<file path="src/rtl/uart_pkg.sv">
// Shared UART receive-path definitions.
// Holds the data width, the FIFO entry width and the level/pointer width helper.
// Optional feature macro: UART_RX_FIFO_PERR_EN. When it is defined, each FIFO
// entry carries the parity-error tag as bit 8; otherwise entries are bytes only.
package uart_pkg;

  localparam int unsigned UART_DATA_W = 8;

`ifdef UART_RX_FIFO_PERR_EN
  localparam int unsigned RX_ENTRY_W = UART_DATA_W + 1;  // {perr, byte}
`else
  localparam int unsigned RX_ENTRY_W = UART_DATA_W;
`endif

  // Counter width able to hold 0..depth inclusive (depth is a power of two).
  function automatic int unsigned lvl_w(int unsigned depth);
    return $clog2(depth) + 1;
  endfunction

endpackage

</file>
<file path="src/rtl/uart_rx_fifo_if.sv">
// Port bundle between the UART receiver / APB read path and the RX FIFO.
// master: drives wr_en, wr_data, wr_perr, rd_en, flush, ovf_clr; observes status.
// slave : the FIFO; drives rd_data, rd_perr, rx_ready, full, thresh, level, overflow.
// Optional feature macro: UART_RX_FIFO_PERR_EN (affects only FIFO internals).
interface uart_rx_fifo_if
  import uart_pkg::*;
#(
  parameter int unsigned DEPTH = 16
);
  localparam int unsigned LW = lvl_w(DEPTH);

  logic                   wr_en;
  logic [UART_DATA_W-1:0] wr_data;
  logic                   wr_perr;
  logic                   rd_en;
  logic                   flush;
  logic                   ovf_clr;
  logic [UART_DATA_W-1:0] rd_data;
  logic                   rd_perr;
  logic                   rx_ready;
  logic                   full;
  logic                   thresh;
  logic [LW-1:0]          level;
  logic                   overflow;

  modport master (
    output wr_en, wr_data, wr_perr, rd_en, flush, ovf_clr,
    input  rd_data, rd_perr, rx_ready, full, thresh, level, overflow
  );

  modport slave (
    input  wr_en, wr_data, wr_perr, rd_en, flush, ovf_clr,
    output rd_data, rd_perr, rx_ready, full, thresh, level, overflow
  );

endinterface

</file>
<file path="src/rtl/uart_rx_fifo_ram.sv">
// Simple dual-port storage for the RX FIFO.
// Ports: CLK; write port we/waddr/wdata (synchronous); read port raddr/rdata
// (asynchronous). No reset so that it maps onto distributed RAM.
// Optional feature macro: UART_RX_FIFO_PERR_EN (sets WIDTH via the top).
module uart_rx_fifo_ram #(
  parameter int unsigned DEPTH = 16,
  parameter int unsigned WIDTH = 8,
  parameter int unsigned AW    = $clog2(DEPTH)
) (
  input  logic             CLK,
  input  logic             we,
  input  logic [AW-1:0]    waddr,
  input  logic [WIDTH-1:0] wdata,
  input  logic [AW-1:0]    raddr,
  output logic [WIDTH-1:0] rdata
);

  logic [WIDTH-1:0] mem [DEPTH];

  always_ff @(posedge CLK) begin
    if (we) begin
      mem[waddr] <= wdata;
    end
  end

  assign rdata = mem[raddr];

endmodule

</file>
<file path="src/rtl/uart_rx_fifo.sv">
// Receive-side byte FIFO between the UART receiver and the APB register file.
// Ports: CLK, RESET (synchronous, active-high); bus (uart_rx_fifo_if.slave):
//   wr_en/wr_data/wr_perr push strobe, rd_en pop strobe, flush, ovf_clr;
//   rd_data/rd_perr show-ahead head entry (0 when empty), rx_ready, full,
//   thresh, level, sticky overflow.
// Optional feature macro: UART_RX_FIFO_PERR_EN stores and returns the parity tag;
// without it wr_perr is ignored and rd_perr is 0.
module uart_rx_fifo
  import uart_pkg::*;
#(
  parameter int unsigned DEPTH  = 16,
  parameter int unsigned THRESH = 8,
  parameter int unsigned AW     = $clog2(DEPTH)
) (
  input logic          CLK,
  input logic          RESET,
  uart_rx_fifo_if.slave bus
);

  localparam int unsigned LW = AW + 1;
  localparam logic [LW-1:0] LvlFull   = LW'(DEPTH);
  localparam logic [LW-1:0] LvlThresh = LW'(THRESH);

  logic [AW-1:0]         wptr_q, rptr_q;
  logic [LW-1:0]         level_q;
  logic                  ovf_q;
  logic                  is_empty, is_full;
  logic                  do_pop, do_push, drop;
  logic [RX_ENTRY_W-1:0] wentry, rentry;

  assign is_empty = (level_q == '0);
  assign is_full  = (level_q == LvlFull);

  // A full FIFO still accepts a push when a pop frees a slot in the same cycle.
  assign do_pop  = bus.rd_en && !is_empty;
  assign do_push = bus.wr_en && (!is_full || do_pop);
  assign drop    = bus.wr_en && is_full && !do_pop;

`ifdef UART_RX_FIFO_PERR_EN
  assign wentry = {bus.wr_perr, bus.wr_data};
`else
  logic unused_wr_perr;
  assign unused_wr_perr = bus.wr_perr;
  assign wentry = bus.wr_data;
`endif

  uart_rx_fifo_ram #(
    .DEPTH (DEPTH),
    .WIDTH (RX_ENTRY_W),
    .AW    (AW)
  ) u_ram (
    .CLK   (CLK),
    .we    (do_push && !bus.flush),
    .waddr (wptr_q),
    .wdata (wentry),
    .raddr (rptr_q),
    .rdata (rentry)
  );

  always_ff @(posedge CLK) begin
    if (RESET) begin
      wptr_q  <= '0;
      rptr_q  <= '0;
      level_q <= '0;
      ovf_q   <= 1'b0;
    end else begin
      if (bus.flush) begin
        wptr_q  <= '0;
        rptr_q  <= '0;
        level_q <= '0;
      end else begin
        if (do_push) wptr_q <= wptr_q + 1'b1;
        if (do_pop)  rptr_q <= rptr_q + 1'b1;
        if (do_push && !do_pop)      level_q <= level_q + 1'b1;
        else if (do_pop && !do_push) level_q <= level_q - 1'b1;
      end
      // A drop in a flush cycle is discarded along with the push; set beats clear.
      if (drop && !bus.flush) ovf_q <= 1'b1;
      else if (bus.ovf_clr)   ovf_q <= 1'b0;
    end
  end

  always_comb begin
    bus.rd_data = '0;
    bus.rd_perr = 1'b0;
    if (!is_empty) begin
      bus.rd_data = rentry[UART_DATA_W-1:0];
`ifdef UART_RX_FIFO_PERR_EN
      bus.rd_perr = rentry[UART_DATA_W];
`endif
    end
  end

  assign bus.rx_ready = !is_empty;
  assign bus.full     = is_full;
  assign bus.thresh   = (level_q >= LvlThresh);
  assign bus.level    = level_q;
  assign bus.overflow = ovf_q;

endmodule
</file>
<file path="src/flat_wrapper.sv">
// flat-port wrapper written by rule: the top's interface ports become plain ports
module uart_rx_fifo_flat import uart_pkg::*;
#(
  parameter int unsigned DEPTH  = 16,
  parameter int unsigned THRESH = 8,
  parameter int unsigned AW     = $clog2(DEPTH)
)
  (CLK, RESET, bus_wr_en, bus_wr_data, bus_wr_perr, bus_rd_en, bus_flush, bus_ovf_clr, bus_rd_data, bus_rd_perr, bus_rx_ready, bus_full, bus_thresh, bus_level, bus_overflow);
  uart_rx_fifo_if #(.DEPTH(DEPTH)) bus_i ();
  input logic CLK;
  input logic RESET;
  input wire logic [$bits(bus_i.wr_en)-1:0] bus_wr_en;
  input wire logic [$bits(bus_i.wr_data)-1:0] bus_wr_data;
  input wire logic [$bits(bus_i.wr_perr)-1:0] bus_wr_perr;
  input wire logic [$bits(bus_i.rd_en)-1:0] bus_rd_en;
  input wire logic [$bits(bus_i.flush)-1:0] bus_flush;
  input wire logic [$bits(bus_i.ovf_clr)-1:0] bus_ovf_clr;
  output wire logic [$bits(bus_i.rd_data)-1:0] bus_rd_data;
  output wire logic [$bits(bus_i.rd_perr)-1:0] bus_rd_perr;
  output wire logic [$bits(bus_i.rx_ready)-1:0] bus_rx_ready;
  output wire logic [$bits(bus_i.full)-1:0] bus_full;
  output wire logic [$bits(bus_i.thresh)-1:0] bus_thresh;
  output wire logic [$bits(bus_i.level)-1:0] bus_level;
  output wire logic [$bits(bus_i.overflow)-1:0] bus_overflow;
  assign bus_i.wr_en = bus_wr_en;
  assign bus_i.wr_data = bus_wr_data;
  assign bus_i.wr_perr = bus_wr_perr;
  assign bus_i.rd_en = bus_rd_en;
  assign bus_i.flush = bus_flush;
  assign bus_i.ovf_clr = bus_ovf_clr;
  assign bus_rd_data = bus_i.rd_data;
  assign bus_rd_perr = bus_i.rd_perr;
  assign bus_rx_ready = bus_i.rx_ready;
  assign bus_full = bus_i.full;
  assign bus_thresh = bus_i.thresh;
  assign bus_level = bus_i.level;
  assign bus_overflow = bus_i.overflow;
  uart_rx_fifo #(.DEPTH(DEPTH), .THRESH(THRESH), .AW(AW)) u_core (.CLK(CLK), .RESET(RESET), .bus(bus_i));
endmodule
</file>
<file path="config.mk">
export PLATFORM = sky130hd
export DESIGN_NAME = uart_rx_fifo_flat
export DESIGN_NICKNAME = d
export VERILOG_FILES = /design/src/rtl/uart_pkg.sv /design/src/rtl/uart_rx_fifo_if.sv /design/src/rtl/uart_rx_fifo_ram.sv /design/src/rtl/uart_rx_fifo.sv /design/src/flat_wrapper.sv
export SDC_FILE = /design/constraint.sdc
export NUM_CORES = 1
export LEC_CHECK = 0
export CAP_MARGIN = 10
export CORE_UTILIZATION = 60
export CTS_CLUSTER_SIZE = 25
export DETAILED_ROUTE_END_ITERATION = 7
export DONT_BUFFER_PORTS = 1
export PLACE_DENSITY = 0.8
export SLEW_MARGIN = 10
export SYNTH_ARGS = -nofsm -noshare
export SYNTH_HDL_FRONTEND = slang
export SYNTH_SLANG_ARGS = --single-unit
</file>
<file path="constraint.sdc">
create_clock -name CLK -period 6.1 [get_ports CLK]
set_clock_uncertainty 0.05 [all_clocks]
set_input_delay 0.915 -clock CLK [delete_from_list [all_inputs] [get_ports CLK]]
set_output_delay 0.915 -clock CLK [all_outputs]
set_load 0.05 [all_outputs]
</file>
* Word-level counts from Yosys, hierarchy flattened
Memories as Yosys holds them, arrays and structs flattened. A register that Yosys moved wholly into a read port is not among the register bits.
Index checks and enable logic that the tools add are counted.
** Cells by class
- Magnitude comparators :: 1
- Equality and inequality tests :: 1
- Reductions and logical operators :: 18
- Muxes and demuxes :: 9
- Add/subtract/negate cells :: 4
** Operators by type and width (count)
- 5-bit 2-to-1 mux :: 2
- 4-bit by 1-bit adder with 4-bit output (second input constant) :: 2
- 1-bit logical AND :: 8
- 4-bit 2-to-1 mux :: 2
- 8-bit 2-to-1 mux :: 1
- 5-bit by 1-bit adder with 5-bit output (second input constant) :: 1
- 5-bit equality test (second input constant) :: 1
- 5-bit by 4-bit >= comparator with 1-bit output (second input constant) :: 1
- 1-bit zero test :: 5
- 5-bit zero test :: 1
- 5-bit by 1-bit subtractor with 5-bit output (second input constant) :: 1
- 1-bit 2-to-1 mux :: 4
- 2-bit nonzero test :: 2
- 2-bit OR reduction :: 1
- 1-bit logical OR :: 1
** Storage, ports and cells
- Flip-flop bits (word level) :: 14
- RAM bits :: 128
- Input port bits :: 15
- Memories :: 1
- Logic and storage cells :: 38
** Memory list
- u_core.u_ram.mem :: depth 16, bits a word 8, rd ports 1, clocked after memory_dff 1, write ports 1, line uart_rx_fifo_ram.sv:18 : logic [WIDTH-1:0] mem [DEPTH];

* Longest topological paths before layout
Gate-level depths: netlist of the first run.
- Word-level depth :: 9
- Depth in mapped cells :: 11
- Gate-level depth less buffers :: 10

* Cells and area by module
Synthesis of the first run repeated with hierarchy kept, for this count alone.
** Second synthesis, totals
- Cells, all modules :: 320
- Area, all modules :: 5846.9 um^2
** By module, submodules not included
- uart_rx_fifo_ram :: cells an instance 221, seq. area each 3843.7 um^2, area each 4987.3 um^2, times used 1
- uart_rx_fifo :: cells an instance 99, seq. area each 280.3 um^2, area each 859.6 um^2, times used 1

* Worst setup path before layout of the first run
OpenSTA, ideal clock, no wires.
- Path kind :: register to output
- Start point :: register (tool-made name)
- End point :: output port bus_rd_data[5]
- Path slack :: 2.700 ns
- Arrival time :: 2.435 ns
- Path buffers :: 2
- Cell stages (with the launch flop) :: 6
- Path through :: dfxtp_1 clkbuf_2 buf_1 mux4_2 a211oi_1 a211oi_1
** RTL lines
- to (decl) :: line flat_wrapper.sv:18 : output wire logic [$bits(bus_i.rd_data)-1:0] bus_rd_data;

* Worst setup path after layout of the first run
- Start point :: register u_core.level_q[1] (netlist: u_core.bus.level[1])
- End point :: output port bus_rx_ready
** On the way
- Cells in the longest elaborated chain, start to end :: 2
** RTL lines
- from (decl) :: line uart_rx_fifo.sv:25 : logic [LW-1:0] level_q;
- from (signal assigned) :: line uart_rx_fifo.sv:74 : if (do_push && !do_pop) level_q <= level_q + 1'b1;
- from (signal assigned) :: line uart_rx_fifo.sv:75 : else if (do_pop && !do_push) level_q <= level_q - 1'b1;
- 5-bit zero test :: line uart_rx_fifo.sv:31 : assign is_empty = (level_q == '0);
- 1-bit zero test :: line uart_rx_fifo.sv:94 : assign bus.rx_ready = !is_empty;
- to (decl) :: line flat_wrapper.sv:20 : output wire logic [$bits(bus_i.rx_ready)-1:0] bus_rx_ready;
Every way passes these cells.

==> impl_metrics.csv, run 1 <==
group,metric,value,unit
setup_path,worst_ep_required_time,5130,ps
setup_path,crit_fanout,9,
pwr,p_sw,0.639,mW
yosys,async_flop_share,0,%
final_layout,multi_input_area,1650,sq um
drt,vias_per_cell,6.14,
yosys,dominantRegCellSynth,"edfxtp_1",
final_layout,drive_above_1_share,22.8,%
clock_tree,cts_root_buffer,"clkbuf_8",
setup_path,crit_type,"reg2out",
floorplanning,fp.dieW,101,microns
floorplanning,die_h,101,microns
clock_tree,cts_tree,"built",
pwr,p_clk_share,40.8,%
yosys,synth.distinct_cells,36,
timing,finalHoldViolCount,0,
pwr,finalPower,2.38,mW
drt,drt-total-wl,10800,microns
clock_tree,path_clk_slew,60,ps
clock_tree,cts_hold_buf,0,
final_layout,antenna_cells,0,
setup_path,crit_arrival,3260,ps
yosys,synth_edf_count,128,
placement,hpwl,6640,microns
yosys,yosysTopAreaCellShare,64.8,%
final_layout,fin_util,70.5,%
final_layout,area_growth,11.9,%
yosys,yosys_warnings,0,
drt,ant_nets,0,
timing,min_period,4230,ps
yosys,syn_area_per_cell,18.0,sq um
floorplanning,ios,33,
placement,numPortBuffers,0,
floorplanning,core_region_area,9420,sq um
clock_tree,cts_sinks,146,
yosys,ys_ff_latch,146,
pwr,combPwrFrac,11.4,%
timing,tightest_slew,1170,ps
timing,finalCritPeriodShare,69.3,%
placement,placed_area,6070,sq um
timing,fin_ws,1870,ps
timing,clock.fmax,236,MHz
floorplanning,start_util,63.0,%
global_route,grt_max_degree,33,
clock_tree,postCtsSetupBuffers,0,
yosys,ys_seq_area_share,70.8,%
timing,final.setup.tns,0,ps
clock_tree,htreeDepth,4,
final_layout,fin_cells,475,
outcome,outcome,"completed",
drt,via_count,2917,
yosys,synthesis.area,5940,sq um
drt,drc,0,
global_route,grt-ovfl-total,0,
timing,hold_ws,422,ps
yosys,yosys.area.top_type,"edfxtp_1",
drt,drt-pass1-iter-count,4,
final_layout,seqCellArea,4210,sq um
setup_path,ff2ff_setup_slack,2850,ps
timing,slew_viol_final,0,
pwr,power_frac_seq,47.7,%
timing,rsz0062_at_grt,"no",
yosys,syn_inst,330,
yosys,synth_fp_nets,356,
pwr,p_leak,2.15,nW
setup_path,critPathLaunchType,"flop",
floorplanning,die_area,10300,sq um
floorplanning,rows,35,
global_route,antenna_found_initial,0,
clock_tree,cts.path.max_buffers,2,
pwr,internal_power,1.74,mW
placement,gp_congestion,0.759,
global_route,track_usage,23.5,%
global_route,grt_pass1_wl,16700,microns
clock_tree,numCtsBuffers,17,
worst_hold_path,hp-class,"in2reg",
pwr,p_per_area,358,nW/um^2
global_route,grt_pass1_vias,3042,
placement,dp_slack,2480,ps
yosys,synth_area_leaders,"edfxtp_1 (65%), mux4_2 (12%), dfxtp_1 (6.1%)",
final_layout,n_fill_cell,584,
setup_path,end_kind,"output port",
placement,placedCellCount,443,
clock_tree,ctsResizeCount,0,
clock_tree,clkLatencyLatePin,520,ps
timing,max_slew_margin,21.6,%
drt,wl_per_cell,22.7,microns
drt,drt_iter0_drc,196,
final_layout,final_area,6640,sq um
pwr,switching_share,26.9,%
timing,setup_viol,0,
pwr,ir_drop,0.000345,V
final_layout,finalNetCount,359,
flow_run,cap_violations,0,
-- critical path, cell delays in order (launching register included) --
cell     delay, ps
dfxtp_1        530
or4_1          750
nor2_1         940
inv_1          520
-- cell type report --
cell class,instances,share of cell area (%)
clock buffers,21,7.25
clock inverters,11,1.36
inverters,11,0.622
multi-input cells,155,24.8
flip-flops and latches,146,63.3
well taps,129,2.43
repair buffers,2,0.226
-- cells by family after synthesis --
logic type	count (synthesis)	synth area share [%]
other	1	0.0632
adders and majority gates	11	2.45
AOI/OAI and AO/OA	31	4.09
and+or+nand+nor	61	5.25
DFF	146	70.8
buffers and inverters	29	2.13
muxes	43	14.0
xor gates and xnor gates	8	1.18
-- state kept, by name (all words and copies together), names as in the netlist, named ones only --
register / cells
u_core.bus.level: 5
u_core.bus.overflow: 1
u_core.u_ram.mem: 128
u_core.rptr_q: 4
u_core.wptr_q: 4
-- layer usage --
metal	wire, microns	vias to the layer above	track usage, %
li1	-	1319	-
met1	4220	1476	30.4
met2	5560	109	37.8
met3	797	13	6.69
met4	197	0	10.4
met5	0	-	0
-- path summary, 6_finish.rpt --
kind | start | to | cells past startpoint
max | u_core.bus.level[1]$_SDFFE_PP0P_ | bus_rx_ready | 3
min | RESET | u_core.bus.overflow$_SDFFE_PP0P_ | 1
max reg2reg | u_core.bus.level[1]$_SDFFE_PP0P_ | u_core.bus.level[4]$_SDFFE_PP0P_ | 9
min reg2reg | u_core.rptr_q[3]$_SDFFE_PP0N_ | flop | 2
-- synth_stat cells (all sizes together), types with 2 or more instances --
library cell and n:
and3 16, ha 10, edfxtp 128, dfxtp 18, mux4 32, inv 11, nor2b 9, a21oi 4
nor2 24, nand2 3, or2 2, nand3 4, xnor2 2, buf 12, xor2 6, mux2i 10
clkbuf 6, a211oi 18
-- power by group through the flow --
stage | clock, mW | combinational (mW) | sequential (mW)
2_1_floorplan | 0 | 0.230 | 1.15
3_3_place_gp | 0 | 0.265 | 1.16
3_5_place_dp | 0 | 0.271 | 1.16
4_1_cts | 0.979 | 0.273 | 1.14
5_1_grt | 1.02 | 0.292 | 1.14
6_report | 0.971 | 0.271 | 1.14
-- placed cells by master (no fill, tap or decap), types with 10 or more instances in the layout --
master     count
clkbuf_16     18
and3_1        16
a211oi_1      10
edfxtp_1     128
inv_1         11
mux2i_1       10
ha_1          10
mux4_2        32
dfxtp_1       17
nor2_1        24
No activity file was read; power rests on OpenSTA's default activity.
==> run 2, diff against run 1 <==
==> constraint.sdc (replaced) <==
create_clock -name CLK -period 4.29 [get_ports CLK]
set_clock_uncertainty 0.05 [all_clocks]
set_input_delay 0.6435 -clock CLK [delete_from_list [all_inputs] [get_ports CLK]]
set_output_delay 0.6435 -clock CLK [all_outputs]
set_load 0.05 [all_outputs]
==> impl_metrics.csv, run 2 (synthesis gave the netlist of run 1 again) <==
group,metric,value,unit
outcome,outcome,"completed",
setup_path,crit_chain,"buf_4, mux4_2, a211oi_1, a211oi_2, buf_4",
worst_hold_path,holdCritStartpoint,"RESET",
clock_tree,cts_root_buffer,"clkbuf_8",
timing,tightest_slew,933,ps
timing,min_period,3600,ps
drt,drc,0,
final_layout,seqCellArea,4210,sq um
global_route,grt-busiest-layer,"met2",
worst_hold_path,hold_path_end,"u_core.bus.overflow$_SDFFE_PP0P_",
final_layout,multi_input_area,1650,sq um
clock_tree,cts_tree,"built",
final_layout,largest_reg_flops,128,
drt,drt_iter0_drc,188,
setup_path,r2r_cells,9,
placement,numPortBuffers,0,
clock_tree,postCtsSetupBuffers,0,
setup_path,worst_r2r_endpoint,"u_core.bus.level[4]$_SDFFE_PP0P_",
final_layout,area_growth,13.6,%
global_route,grt_use_met2,39.7,%
clock_tree,cts_hold_buf,0,
global_route,grt-ovfl-total,0,
global_route,grt_pass1_wl,16700,microns
pwr,internal_power,2.60,mW
floorplanning,rows,35,
floorplanning,die_area,10300,sq um
setup_path,ff2ff_setup_slack,1010,ps
setup_path,r2r_start,"u_core.bus.level[0]$_SDFFE_PP0P_",
pwr,power_frac_seq,45.9,%
timing,final.setup.tns,0,ps
flow_run,cap_violations,0,
setup_path,crit_type,"reg2out",
floorplanning,start_util,63.0,%
pwr,p_leak,2.23,nW
timing,finalHoldViolCount,0,
global_route,grt_pass1_vias,3052,
drt,wl_per_cell,22.7,microns
final_layout,finalNetCount,369,
worst_hold_path,hp-class,"in2reg",
pwr,ir_drop,0.000338,V
final_layout,antenna_cells,0,
clock_tree,ctsResizeCount,0,
timing,setup_viol,0,
timing,slew_viol_final,0,
final_layout,n_fill_cell,555,
drt,drt-pass1-iter-count,5,
worst_hold_path,whs_path_depth,1,
clock_tree,path_clk_slew,60,ps
setup_path,crit_fanout,24,
placement,hpwl,6710,microns
pwr,p_sw,0.912,mW
placement,gp_congestion,0.784,
final_layout,drive_above_1_share,24.7,%
final_layout,mostFrequentLayoutCell,"edfxtp_1",
floorplanning,core_region_area,9420,sq um
pwr,p_per_area,520,nW/um^2
placement,placed_area,6140,sq um
final_layout,top_register,"u_core.u_ram.mem",
clock_tree,clkLatencyLatePin,520,ps
setup_path,path_common_cell,"buf_4",
setup_path,end_kind,"output port",
drt,via_count,3038,
setup_path,worst_ep_required_time,3600,ps
final_layout,final_area,6740,sq um
global_route,met3_usage,6.63,%
pwr,combPwrFrac,12.5,%
setup_path,critPathLaunchType,"flop",
floorplanning,fp.dieW,101,microns
timing,finalCritPeriodShare,84.0,%
global_route,grt_use_met1,29.0,%
global_route,track_usage,23.8,%
setup_path,critPathMaxStageDelay,860,ps
drt,drt-total-wl,11000,microns
floorplanning,ios,33,
clock_tree,cts_sinks,146,
timing,clock.fmax,277,MHz
floorplanning,die_h,101,microns
pwr,switching_share,26.0,%
pwr,p_clk_share,41.6,%
setup_path,cp_slowest_cell,"dfxtp_2",
drt,vias_per_cell,6.26,
timing,rsz0062_at_grt,"no",
timing,max_slew_margin,37.6,%
clock_tree,htreeDepth,4,
drt,ant_nets,0,
setup_path,crit_arrival,2910,ps
global_route,grt_max_degree,33,
final_layout,mostFrequentLayoutCells,"edfxtp_1 (128), mux4_2 (32), nor2_1 (24)",
clock_tree,cts.path.max_buffers,2,
clock_tree,numCtsBuffers,17,
global_route,antenna_found_initial,0,
run 2: power groups by stage:
stage               combinational [mW]  clock [mW]  sequential [mW]
floorplan                        0.328           0             1.63
global placement                 0.423           0             1.64
detailed placement               0.440           0             1.64
CTS                              0.441        1.47             1.61
global route                     0.467        1.52             1.61
finish                           0.440        1.46             1.61
run 2: critical path, delay by kind of cell, from the launching register on:
family / cells / cell delay [ps]
flops: 1 / 860
buf+inv: 2 / 570
compound gates: 2 / 420
mux: 1 / 520
run 2: worst max-delay path by stage:
stage	from	to	slack, ps	cells after the start
final	flop	bus_rd_data[2]	690	5
after global routing	flop	bus_rd_data[2]	570	5
after CTS	flop	bus_rd_data[2]	630	5
after detailed placement	u_core.bus.level[0]$_SDFFE_PP0P_	u_core.bus.level[4]$_SDFFE_PP0P_	1020	9
after global placement	u_core.bus.level[0]$_SDFFE_PP0P_	u_core.bus.level[4]$_SDFFE_PP0P_	1090	9
after floorplan	flop	bus_rd_data[5]	1160	5
run 2: cell type report:
cell class / count / area share [%]
clock buffer: 23 / 7.57
clock inverter: 9 / 1.34
inverter: 11 / 0.612
multi-input combinational: 155 / 24.4
sequential: 146 / 62.4
tap: 129 / 2.39
timing repair buffer: 12 / 1.34
run 2: routing by layer:
layer	routed length, microns	vias to the layer above	part of all wire (%)
li1	-	1337	-
met5	0	-	0
met1	4400	1565	40
met3	555	22	5.0
met4	231	0	2.1
met2	5810	114	53
run 2: through the flow:
step	utilization, %	worst slack, ps	instances	power (mW)	hold slack (ps)
6_report	71.6	686	485	3.51	139
5_1_grt	71.6	570	485	3.60	117
4_1_cts	71.6	632	485	3.52	111
3_5_place_dp	65.2	1020	453	2.08	467
3_3_place_gp	65.2	1090	453	2.06	462
2_1_floorplan	-	1160	330	1.96	440
